--- config.mk ---
export PLATFORM = sky130hd
export DESIGN_NAME = asym_ram_rd_sched
export DESIGN_NICKNAME = d
export VERILOG_FILES = /design/src/rtl/asym_ram_rd_sched.sv
export SDC_FILE = /design/constraint.sdc
export NUM_CORES = 1
export LEC_CHECK = 0
export BUFFER_PORTS_ARGS = -buffer_cell sky130_fd_sc_hd__buf_2
export CORE_AREA = 2 2 442 444
export DETAILED_ROUTE_END_ITERATION = 8
export DIE_AREA = 0 0 444 446
export PLACE_DENSITY = 0.3
export SLEW_MARGIN = 20
export SYNTH_ARGS = -nofsm -noshare
export SYNTH_HDL_FRONTEND = slang
export SYNTH_SLANG_ARGS = --single-unit
--- constraint.sdc ---
create_clock -name clk -period 2.4 [get_ports clk]
set_input_delay 0.48 -clock clk [delete_from_list [all_inputs] [get_ports clk]]
set_output_delay 0.48 -clock clk [all_outputs]
set_load 0.02 [all_outputs]
--- src/rtl/asym_ram_rd_sched.sv ---
// Read-side scheduler for the wide port of the asymmetric sample/envelope RAM.
// It arbitrates burst requests from NREQ requesters and drives one RAM read address per cycle.
// Each returned word is tagged {valid, id, last}. The tag is aligned to the fixed RAM read latency.
// Optional feature macro: ASYM_RD_SCHED_ROUND_ROBIN_EN selects round-robin arbitration.
// When the macro is undefined, arbitration is fixed priority and the lowest index wins.
module asym_ram_rd_sched #(
  parameter int unsigned NREQ       = 4,
  parameter int unsigned ADDRWIDTHB = 10,
  parameter int unsigned DATAWIDTHB = 512,
  parameter int unsigned LENWIDTH   = 8,
  parameter int unsigned RD_LATENCY = 2
) (
  input  logic                       clk,
  input  logic                       rst,
  input  logic [NREQ-1:0]            req,
  input  logic [NREQ*ADDRWIDTHB-1:0] req_addr,
  input  logic [NREQ*LENWIDTH-1:0]   req_len,
  output logic [NREQ-1:0]            ack,
  output logic                       busy,
  output logic [ADDRWIDTHB-1:0]      ram_addr,
  input  logic [DATAWIDTHB-1:0]      ram_do,
  output logic [DATAWIDTHB-1:0]      dout,
  output logic                       dout_valid,
  output logic [$clog2(NREQ)-1:0]    dout_id,
  output logic                       dout_last
);

  localparam int unsigned IdW = $clog2(NREQ);

  typedef enum logic [0:0] {StIdle, StBurst} state_e;

  state_e                state_q, state_d;
  logic [ADDRWIDTHB-1:0] addr_q, addr_d;
  logic [LENWIDTH-1:0]   cnt_q, cnt_d;
  logic [IdW-1:0]        id_q, id_d;
  logic [NREQ-1:0]       ack_q, ack_d;

  logic                  grant_valid;
  logic [IdW-1:0]        grant_id;
  logic [ADDRWIDTHB-1:0] sel_addr;
  logic [LENWIDTH-1:0]   sel_len;

  logic                  tok_vld;
  logic                  tok_last;
  logic [IdW-1:0]        tok_id;

  logic [RD_LATENCY-1:0] pipe_vld_q;
  logic [RD_LATENCY-1:0] pipe_last_q;
  logic [IdW-1:0]        pipe_id_q [RD_LATENCY];

`ifdef ASYM_RD_SCHED_ROUND_ROBIN_EN
  logic [IdW-1:0] rr_ptr_q;
  logic [IdW-1:0] rr_idx;
  logic           rr_found;

  // Round-robin winner: the first asserted request at or after the pointer, wrapping around.
  always_comb begin
    grant_valid = |req;
    grant_id    = '0;
    rr_found    = 1'b0;
    rr_idx      = rr_ptr_q;
    for (int i = 0; i < NREQ; i++) begin
      if (!rr_found && req[rr_idx]) begin
        rr_found = 1'b1;
        grant_id = rr_idx;
      end
      rr_idx = (rr_idx == IdW'(NREQ - 1)) ? '0 : rr_idx + 1'b1;
    end
  end

  // The pointer moves past each winner so that the winner gets the lowest priority next time.
  always_ff @(posedge clk) begin
    if (rst) begin
      rr_ptr_q <= '0;
    end else if (state_q == StIdle && grant_valid) begin
      rr_ptr_q <= (grant_id == IdW'(NREQ - 1)) ? '0 : grant_id + 1'b1;
    end
  end
`else
  // Fixed-priority winner: the lowest asserted index wins.
  always_comb begin
    grant_valid = |req;
    grant_id    = '0;
    for (int i = NREQ - 1; i >= 0; i--) begin
      if (req[i]) grant_id = IdW'(i);
    end
  end
`endif

  // Select the winner's start address and length.
  always_comb begin
    sel_addr = '0;
    sel_len  = '0;
    for (int i = 0; i < NREQ; i++) begin
      if (grant_id == IdW'(i)) begin
        sel_addr = req_addr[i*ADDRWIDTHB +: ADDRWIDTHB];
        sel_len  = req_len[i*LENWIDTH +: LENWIDTH];
      end
    end
  end

  // FSM next state: latch the request in idle, then issue one beat per cycle during the burst.
  always_comb begin
    state_d  = state_q;
    addr_d   = addr_q;
    cnt_d    = cnt_q;
    id_d     = id_q;
    ack_d    = '0;
    tok_vld  = 1'b0;
    tok_last = 1'b0;
    tok_id   = '0;
    unique case (state_q)
      StIdle: begin
        if (grant_valid) begin
          state_d         = StBurst;
          addr_d          = sel_addr;
          cnt_d           = sel_len;
          id_d            = grant_id;
          ack_d[grant_id] = 1'b1;
        end
      end
      StBurst: begin
        tok_vld  = 1'b1;
        tok_id   = id_q;
        tok_last = (cnt_q == '0);
        if (tok_last) begin
          // Hold the address on the last beat so that ram_addr keeps it while idle.
          state_d = StIdle;
        end else begin
          addr_d = addr_q + 1'b1;
          cnt_d  = cnt_q - 1'b1;
        end
      end
      default: state_d = StIdle;
    endcase
  end

  // FSM state and burst registers.
  always_ff @(posedge clk) begin
    if (rst) begin
      state_q <= StIdle;
      addr_q  <= '0;
      cnt_q   <= '0;
      id_q    <= '0;
      ack_q   <= '0;
    end else begin
      state_q <= state_d;
      addr_q  <= addr_d;
      cnt_q   <= cnt_d;
      id_q    <= id_d;
      ack_q   <= ack_d;
    end
  end

  // Token shift pipeline. Its depth matches the RAM read latency, so the tag lines up with ram_do.
  always_ff @(posedge clk) begin
    if (rst) begin
      pipe_vld_q  <= '0;
      pipe_last_q <= '0;
      for (int i = 0; i < RD_LATENCY; i++) pipe_id_q[i] <= '0;
    end else begin
      pipe_vld_q[0]  <= tok_vld;
      pipe_last_q[0] <= tok_last;
      pipe_id_q[0]   <= tok_id;
      for (int i = 1; i < RD_LATENCY; i++) begin
        pipe_vld_q[i]  <= pipe_vld_q[i-1];
        pipe_last_q[i] <= pipe_last_q[i-1];
        pipe_id_q[i]   <= pipe_id_q[i-1];
      end
    end
  end

  // Outputs.
  always_comb begin
    ack        = ack_q;
    ram_addr   = addr_q;
    busy       = (state_q == StBurst) | (|pipe_vld_q);
    dout       = ram_do;
    dout_valid = pipe_vld_q[RD_LATENCY-1];
    dout_id    = pipe_id_q[RD_LATENCY-1];
    dout_last  = pipe_last_q[RD_LATENCY-1];
  end

endmodule

==> results.yml, run 1 <==
die:
  start_util: 0.0320
  ios: 1121
  dieArea_um2: 198000
  fp.dieW_um: 444
  core_area_um2: 194000
  die-height_um: 446
  row_count: 162
clock_tree:
  cts_tree: "done"
  cts_sinks: 33
  post_cts_buffers: 0
  cts_max_level: 2
  clkTransAtPathRegs_ps: 60
  clock_latency_ps: 300
  clock_path_buffers: 2
  holdBufCountCts: 0
  numCtsBuffers: 5
  cts-resized-gates: 0
  root_buffer: "clkbuf_16"
synthesis:
  synthAdderAreaFrac: 0.00607
  synth_area_per_cell_um2: 7.49
  synthArstFlopShare: 0
  ys_types: 53
  synthXorXnorAreaFrac: 0.00283
  synthCells: 826
  synth_edf_count: 0
  synth_ff_type: "dfxtp_1"
  synth_compound_area_frac: 0.116
  synth_mux_area_frac: 0.00425
  seq_area_frac_synth: 0.107
  syn_area_um2: 6180
  ys_warn_count: 0
  synthSimpleGateAreaFrac: 0.113
  yosys_register_bits: 33
  syn_nets: 1419
  synth_top_family_by_area: "buffers and inverters"
placed_design:
  port_buffers: 96
  place_hpwl_mm: 81.1
  dp_cells: 2954
  gp_congestion: 0.780
  pre_cts_ws_ps: 75.7
power_and_ir_drop:
  seq_power_share: 0.317
  p_sw_w: 0.000869
  power.share.switching: 0.406
  p_clk_frac: 0.318
  p_leak_nw: 1.42
  comb_power_share: 0.365
  power.density_nw_per_um2: 344
  ir_drop_uv: 213
  intPower_w: 0.00127
layout:
  n_fill_cell: 23100
  final_cell_mix: "buf_2, dfxtp_1, a21oi_1, nor2_1, buf_4"
  areaGrowthSynthToFinish_pct: 0.728
  final_common_cell: "buf_2"
  drive_gt1_frac: 0.338
  n_antenna_cell: 0
  finalNetCount: 1012
  seqCellArea_um2: 661
  stdcell_count: 2962
  multiInputGateArea_um2: 1500
  fin_util: 0.0322
global_routing:
  grt_pass1_vias: 4083
  grt_max_degree: 36
  grt_overflow_total: 0
  antenna_found_initial: 21
  grt_usage: 0.0842
  grt_pass1_wl_mm: 96.8
timing:
  maxSlewViolCount: 0
  fin_tns_setup_ps: 0
  min_period_over_period: 0.832
  post-route-min-period_ps: 2000
  rsz0062_at_grt: "no"
  finalHoldViolCount: 0
  maxSlewHeadroom: 0.610
  timing.final.ws_setup_ps: 403
  final-setup-viol-count: 0
  fin_skew_ps: 6.95
  tightest_slew_ps: 581
  fmax_ghz: 0.501
min_path:
  min_path_type: "flip-flop to flip-flop"
  hold_start: "pipe_last_q[0]$_SDFF_PP0_"
  hold_end: "pipe_last_q[1]$_SDFF_PP0_"
  holdPathStages: 1
detailed_routing:
  first_iter_violations: 325
  wl_per_cell_um: 29.6
  routed_wirelength_mm: 87.8
  firstDrtPassIters: 4
  routed_via_density: 1.42
  antenna_left: 0
  drc: 0
  via_count: 4198
setup_path:
  reg2reg_depth: 8
  critPathLaunchType: "input port"
  required_ps: 2590
  r2r_end: "ram_addr[5]$_SDFFE_PP0P_"
  critical-path-max-stage-delay_ps: 430
  rrSetupSlack_ps: 450
  crit_type: "input port to flip-flop"
  cp-end-kind: "flip-flop"
  reg2reg_from: "cnt_q[0]$_SDFFE_PP0P_"
  slowest_stage: "or3_1"
  worstPathArrival_ps: 2190
  cp_cell_sequence: "buf_2, buf_4, or3_1, a21oi_1, a211oi_1, a2111oi_2"
  cp_max_fo: 16
run_status:
  status: "completed"
flow_run:
  maxCapViolations: 0
-- Yosys cell counts (all sizes together) (4+ instances only) --
| library cell | n | area share |
|---|---|---|
| a31oi | 8 | 0.0081 |
| a221oi | 4 | 0.0057 |
| dfxtp | 33 | 0.11 |
| nor3 | 16 | 0.015 |
| a211o | 8 | 0.011 |
| nor4b | 4 | 0.0091 |
| and2 | 6 | 0.0061 |
| o22ai | 4 | 0.0040 |
| nand2 | 26 | 0.016 |
| a211oi | 9 | 0.011 |
| clkbuf | 5 | 0.0030 |
| o21ai | 20 | 0.016 |
| buf | 533 | 0.64 |
| nand2b | 9 | 0.0091 |
| nand3 | 6 | 0.0049 |
| nor2b | 12 | 0.012 |
| or3 | 6 | 0.0061 |
| nor2 | 28 | 0.017 |
| or2 | 4 | 0.0040 |
| a21oi | 30 | 0.024 |
| inv | 12 | 0.0073 |
-- layout make-up --
class                   instances  area share
well taps                    2542       0.511
multi-input cells             243       0.240
repair buffers                124       0.113
flip-flops and latches         33       0.106
clock buffers                   5      0.0201
inverters                      12     0.00723
clock inverters                 3     0.00281
-- power groups by stage --
stage                     clock network (W)  registers [W]  logic [W]
after floorplan                           0       0.000697    0.00160
after global placement                    0       0.000695   0.000821
after detailed placement                  0       0.000693   0.000811
after CTS                          0.000715       0.000682   0.000816
after global routing               0.000731       0.000691   0.000853
final                              0.000682       0.000680   0.000782
-- critical path: cells and delay by family --
kind / cells / cell delay (ps)
compound gates: 3 / 830
simple gates: 1 / 430
buf+inv: 2 / 420
-- cells by family (layout without fill, tap and decap cells) --
| family | count (synthesis) | after routing |
|---|---|---|
| AND/OR/NAND/NOR | 128 | 128 |
| adder cells (fa/ha/maj) | 3 | 3 |
| flip-flops | 33 | 33 |
| multiplexers | 2 | 2 |
| AO/OA/AOI/OAI | 108 | 108 |
| XOR/XNOR | 2 | 2 |
| buffers and inverters | 550 | 144 |
-- worst max path at each step --
stage / startpoint / end / slack, ps / depth (start not counted)
4_1_cts: req[0] / ram_addr[8]$_SDFFE_PP0P_ / 390 / 6
6_report: req[0] / ram_addr[8]$_SDFFE_PP0P_ / 400 / 6
2_1_floorplan: req[1] / ram_addr[9]$_SDFFE_PP0P_ / 670 / 6
3_5_place_dp: req[0] / ram_addr[8]$_SDFFE_PP0P_ / 80 / 6
3_3_place_gp: req[0] / ram_addr[8]$_SDFFE_PP0P_ / 70 / 6
5_1_grt: cnt_q[1]$_SDFFE_PP0P_ / cnt_q[0]$_SDFFE_PP0P_ / 260 / 8
-- per-stage QoR --
step	power, W	hold WS (ps)	instance area (um^2)
global route	0.00227	476	6230
floorplan	0.00230	414	6180
CTS	0.00221	462	6230
global placement	0.00152	449	6090
detailed placement	0.00150	450	6090
finish	0.00214	457	6230
-- state kept, by name (all words and copies together) (netlist names) --
name         count
state_q          1
ack              4
ram_addr        10
pipe_id_q        4
pipe_last_q      2
id_q             2
cnt_q            8
pipe_vld_q       2
-- routing by layer --
layer	up-vias	GRT usage	part of all wire
met5	-	0.0142	0.0038
met4	12	0.0244	0.032
met3	153	0.115	0.29
met2	857	0.130	0.44
met1	1817	0.0567	0.23
li1	1359	-	-
(Power assumes the default switching activity.)
==> run 2, diff against run 1 <==
CORE_AREA = 2 2 433 435   (was 2 2 442 444)
DIE_AREA = 0 0 435 437   (was 0 0 444 446)
clock period = 1.7 ns   (was 2.4 ns; I/O delays follow)
==> results.yml, run 2 (synthesis gave the netlist of run 1 again) <==
placed_design:
  placedInstanceArea_um2: 6530
  gp_congestion: 0.823
  place_hpwl_mm: 73.3
  port_buffers: 96
flow_run:
  maxCapViolations: 0
die:
  core_area_um2: 185000
  fp.dieW_um: 435
  dieArea_um2: 190000
  die-height_um: 437
  ios: 1121
  start_util: 0.0334
  row_count: 158
detailed_routing:
  firstDrtPassIters: 4
  drc: 0
  routed_via_density: 1.46
  antenna_left: 0
  wl_per_cell_um: 26.7
  routed_wirelength_mm: 79.4
  via_count: 4349
  first_iter_violations: 264
power_and_ir_drop:
  ir_drop_uv: 300
  p_leak_nw: 1.82
  power.density_nw_per_um2: 487
setup_path:
  critPathLaunchType: "input port"
  cp-end-kind: "flip-flop"
  cp_max_fo: 11
  crit_type: "input port to flip-flop"
  required_ps: 1920
  worstPathArrival_ps: 1870
layout:
  drive_gt1_frac: 0.487
  areaGrowthSynthToFinish_pct: 11.1
  final_common_cell: "buf_2"
  n_antenna_cell: 0
  finalNetCount: 1083
  largest_register_ffs: 10
  finish.instance_area_um2: 6870
  final_cell_mix: "buf_2, buf_4, dfxtp_1, a21oi_1, nor2_1"
clock_tree:
  clock_path_buffers: 2
  numCtsBuffers: 5
  root_buffer: "clkbuf_16"
  cts_tree: "done"
  cts_max_level: 2
  cts_sinks: 33
  clock_latency_ps: 290
  holdBufCountCts: 0
  clkTransAtPathRegs_ps: 60
min_path:
  min_path_type: "input port to flip-flop"
global_routing:
  top_usage_layer: "met3"
  grt_max_degree: 17
  grt_pass1_wl_mm: 89.4
  met2_usage: 0.120
  grt_overflow_total: 0
  grt_usage: 0.0792
  antenna_found_initial: 16
  grt_pass1_vias: 4459
  grt.met1_usage: 0.0463
  grtUsageMet3: 0.122
run_status:
  status: "completed"
timing:
  fmax_ghz: 0.606
  post-route-min-period_ps: 1650
  min_period_over_period: 0.971
  whs_ps: 416
  fin_skew_ps: 4.68
  maxSlewViolCount: 0
  rsz0062_at_grt: "yes"
  final-setup-viol-count: 0
  finalHoldViolCount: 0
  tightest_slew_ps: 441
  maxSlewHeadroom: 0.704
==> run 2: power by group <==
part           internal [W]  switching [W]  total (W)  leakage [nW]
registers          0.000859      0.0000969   0.000956         0.273
logic              0.000679       0.000763    0.00144          1.48
clock network      0.000539       0.000413   0.000952        0.0696
total               0.00208        0.00127    0.00335          1.82
==> run 2: cell type report <==
class / count / area (um^2)
Clock inverter: 3 / 17.5
Inverter: 12 / 45.0
Clock buffer: 5 / 125
Multi-Input combinational cell: 243 / 1600
Tap cell: 2480 / 3100
Timing Repair Buffer: 195 / 1320
Fill cell: 22200 / 178000
Sequential cell: 33 / 667
==> run 2: what timing repair did <==
action / 4_1_cts / 5_1_grt
buffers inserted: 4 / 6
pin swaps: 2 / 11
resized for setup: 15 / 24
endpoints found under the setup margin: 13 / 12
==> run 2: worst max-delay path: stages <==
cell	delay, ps
buf_2	180
buf_4	270
nor4_4	70
or2_1	280
buf_4	180
or3_1	360
a31oi_1	180
==> run 2: path summary, 6_finish.rpt <==
path | cells past startpoint | end | slack, ps | startpoint
worst min register to register | 1 | pipe_id_q[0][2]$_SDFF_PP0_ | 470 | pipe_id_q[0][0]$_SDFF_PP0_
worst min-delay path | 2 | ack[0]$_SDFF_PP0_ | 420 | req[0]
worst max-delay path | 7 | cnt_q[4]$_SDFFE_PP0P_ | 50 | req[3]
worst max register to register | 7 | cnt_q[6]$_SDFFE_PP0P_ | 70 | cnt_q[0]$_SDFFE_PP0P_
==> run 2: routing by layer <==
layer  wire length, um  vias to the layer above
met5               365                        -
met4              2990                       14
met3             25600                      178
met2             34200                      807
met1             16300                     1854
li1                  -                     1496
==> run 2: per-stage QoR <==
stage | util | power (W) | TNS [ps] | setup WS (ps) | instances
4_1_cts | 0.0364 | 0.00330 | -35.4 | -35.4 | 2966
6_report | 0.0371 | 0.00335 | 0 | 49.4 | 2971
5_1_grt | 0.0371 | 0.00352 | -87.5 | -30.3 | 2971
2_1_floorplan | - | 0.00324 | 0 | 16.1 | 826
3_5_place_dp | 0.0353 | 0.00224 | -3400 | -375 | 2954
3_3_place_gp | 0.0353 | 0.00226 | -2810 | -408 | 2954
==> run 3, diff against run 2 <==
CTS_CLUSTER_SIZE = 12   (was not set)
REMOVE_ABC_BUFFERS = 1   (was not set)
==> results.yml, run 3 (synthesis gave the netlist of run 1 again) <==
run_status:
  status: "completed"
setup_path:
  r2r_end: "cnt_q[4]$_SDFFE_PP0P_"
  slowest_stage: "dfxtp_4"
  crit_type: "flip-flop to output pin"
  cp_top_family: "flip-flops"
  worstPathArrival_ps: 1340
  required_ps: 1360
  rrSetupSlack_ps: 70
  cp_max_fo: 7
  cp-end-kind: "output pin"
  reg2reg_depth: 4
  reg2reg_from: "state_q$_SDFF_PP0_"
  crit_buf_inv: 2
  cp_cell_sequence: "or3_4, buf_8, buf_8"
  critical-path-max-stage-delay_ps: 390
  crit_top_cell: "buf_8"
  critPathLaunchType: "flip-flop"
layout:
  largest_register_ffs: 10
  finalNetCount: 1067
  stdcell_count: 2956
  drive_gt1_frac: 0.453
  n_fill_cell: 22200
  final_cell_mix: "buf_2, buf_4, dfxtp_1, nor2_1, a21oi_1"
  final_common_cell: "buf_2"
  finish.instance_area_um2: 6730
  fin_util: 0.0364
  areaGrowthSynthToFinish_pct: 8.80
clock_tree:
  numCtsBuffers: 5
  cts_tree: "done"
  cts_max_level: 2
  clkTransAtPathRegs_ps: 80
  root_buffer: "clkbuf_16"
  cts_sinks: 33
  holdBufCountCts: 0
  clock_path_buffers: 2
  clock_latency_ps: 340
min_path:
  min_path_type: "input port to flip-flop"
  hold_end: "cnt_q[0]$_SDFFE_PP0P_"
  hold_start: "rst"
  holdPathStages: 2
detailed_routing:
  drc: 0
  routed_via_density: 2.17
  firstDrtPassIters: 4
  via_count: 6428
  wl_per_cell_um: 103
  first_iter_violations: 1019
  antenna_left: 0
  routed_wirelength_mm: 305
power_and_ir_drop:
  seq_power_share: 0.259
  power.share.switching: 0.366
  comb_power_share: 0.357
  ir_drop_uv: 393
  power.density_nw_per_um2: 542
  power_w: 0.00365
  p_leak_nw: 1.74
  intPower_w: 0.00231
  p_clk_frac: 0.384
  p_sw_w: 0.00134
global_routing:
  grt_pass1_vias: 4854
  grt_usage: 0.311
  antenna_found_initial: 1
  grt_pass1_wl_mm: 317
  grt_max_degree: 16
  grt_overflow_total: 0
timing:
  fmax_ghz: 0.596
  rsz0062_at_grt: "yes"
  final-setup-viol-count: 0
  fin_skew_ps: 25.7
  post-route-min-period_ps: 1680
  whs_ps: 362
  maxSlewHeadroom: 0.711
  finalHoldViolCount: 0
  maxSlewViolCount: 0
  min_period_over_period: 0.988
  tightest_slew_ps: 427
die:
  die-height_um: 437
  start_util: 0.0334
  core_area_um2: 185000
  ios: 1121
  row_count: 158
  fp.dieW_um: 435
  dieArea_um2: 190000
placed_design:
  dp_cells: 2947
  port_buffers: 96
  placedInstanceArea_um2: 6430
  place_hpwl_mm: 299
  gp_congestion: 1.52
flow_run:
  maxCapViolations: 0
## run 3: changes by cell type in the layout (fill, tap and decap cells not counted), moves of 3 or more
cell | previous run | this run
buf_12 | 5 | 2
nor3_1 | 11 | 14
buf_6 | 5 | 0
buf_4 | 89 | 80
## run 3: power by group through the flow
stage / sequential, W / combinational [W] / clock [W]
final: 0.000945 / 0.00130 / 0.00140
after global routing: 0.000957 / 0.00140 / 0.00143
after floorplan: 0.000999 / 0.000418 / 0
after detailed placement: 0.000953 / 0.00123 / 0
after global placement: 0.000956 / 0.00124 / 0
after CTS: 0.000944 / 0.00126 / 0.00143
## run 3: through the flow
step	setup TNS (ps)	worst slack, ps
4_1_cts	0	3.96
6_report	0	21.0
2_1_floorplan	-3930	-596
3_5_place_dp	-3050	-305
3_3_place_gp	-3350	-334
5_1_grt	-80.8	-57.0
## run 3: layout make-up
class                           instances  area (um^2)  area share
Sequential cell                        33          667      0.0991
Tap cell                             2480         3100       0.461
Clock inverter                          3         68.8      0.0102
Antenna cell                            1         2.50    0.000372
Timing Repair Buffer                  179         1150       0.170
Multi-Input combinational cell        243         1570       0.234
Inverter                               12         45.0     0.00669
Clock buffer                            5          125      0.0186
## run 3: how the worst max path moves through the flow
stage / from / endpoint / cells after the start
finish: state_q$_SDFF_PP0_ / busy / 3
global route: cnt_q[1]$_SDFFE_PP0P_ / ram_addr[8]$_SDFFE_PP0P_ / 7
CTS: req[2] / ram_addr[1]$_SDFFE_PP0P_ / 7
detailed placement: req[2] / ram_addr[1]$_SDFFE_PP0P_ / 7
global placement: req[2] / ram_addr[1]$_SDFFE_PP0P_ / 7
floorplan: state_q$_SDFF_PP0_ / ram_addr[9]$_SDFFE_PP0P_ / 5
## run 3: layer usage
metal	GRT usage	wire [um]
met3	0.473	96700
met5	0.242	5850
met1	0.0474	19000
met4	0.217	26200
met2	0.568	157000
## run 3: repair_timing
| item | in CTS | in global routing |
|---|---|---|
| endpoints found under the setup margin | 12 | 11 |
| gates resized for setup | 14 | 12 |
| buffers inserted | 0 | 1 |
| pin swaps | 5 | 3 |
| cloned | 0 | 0 |
| hold endpoints to repair | 0 | 0 |
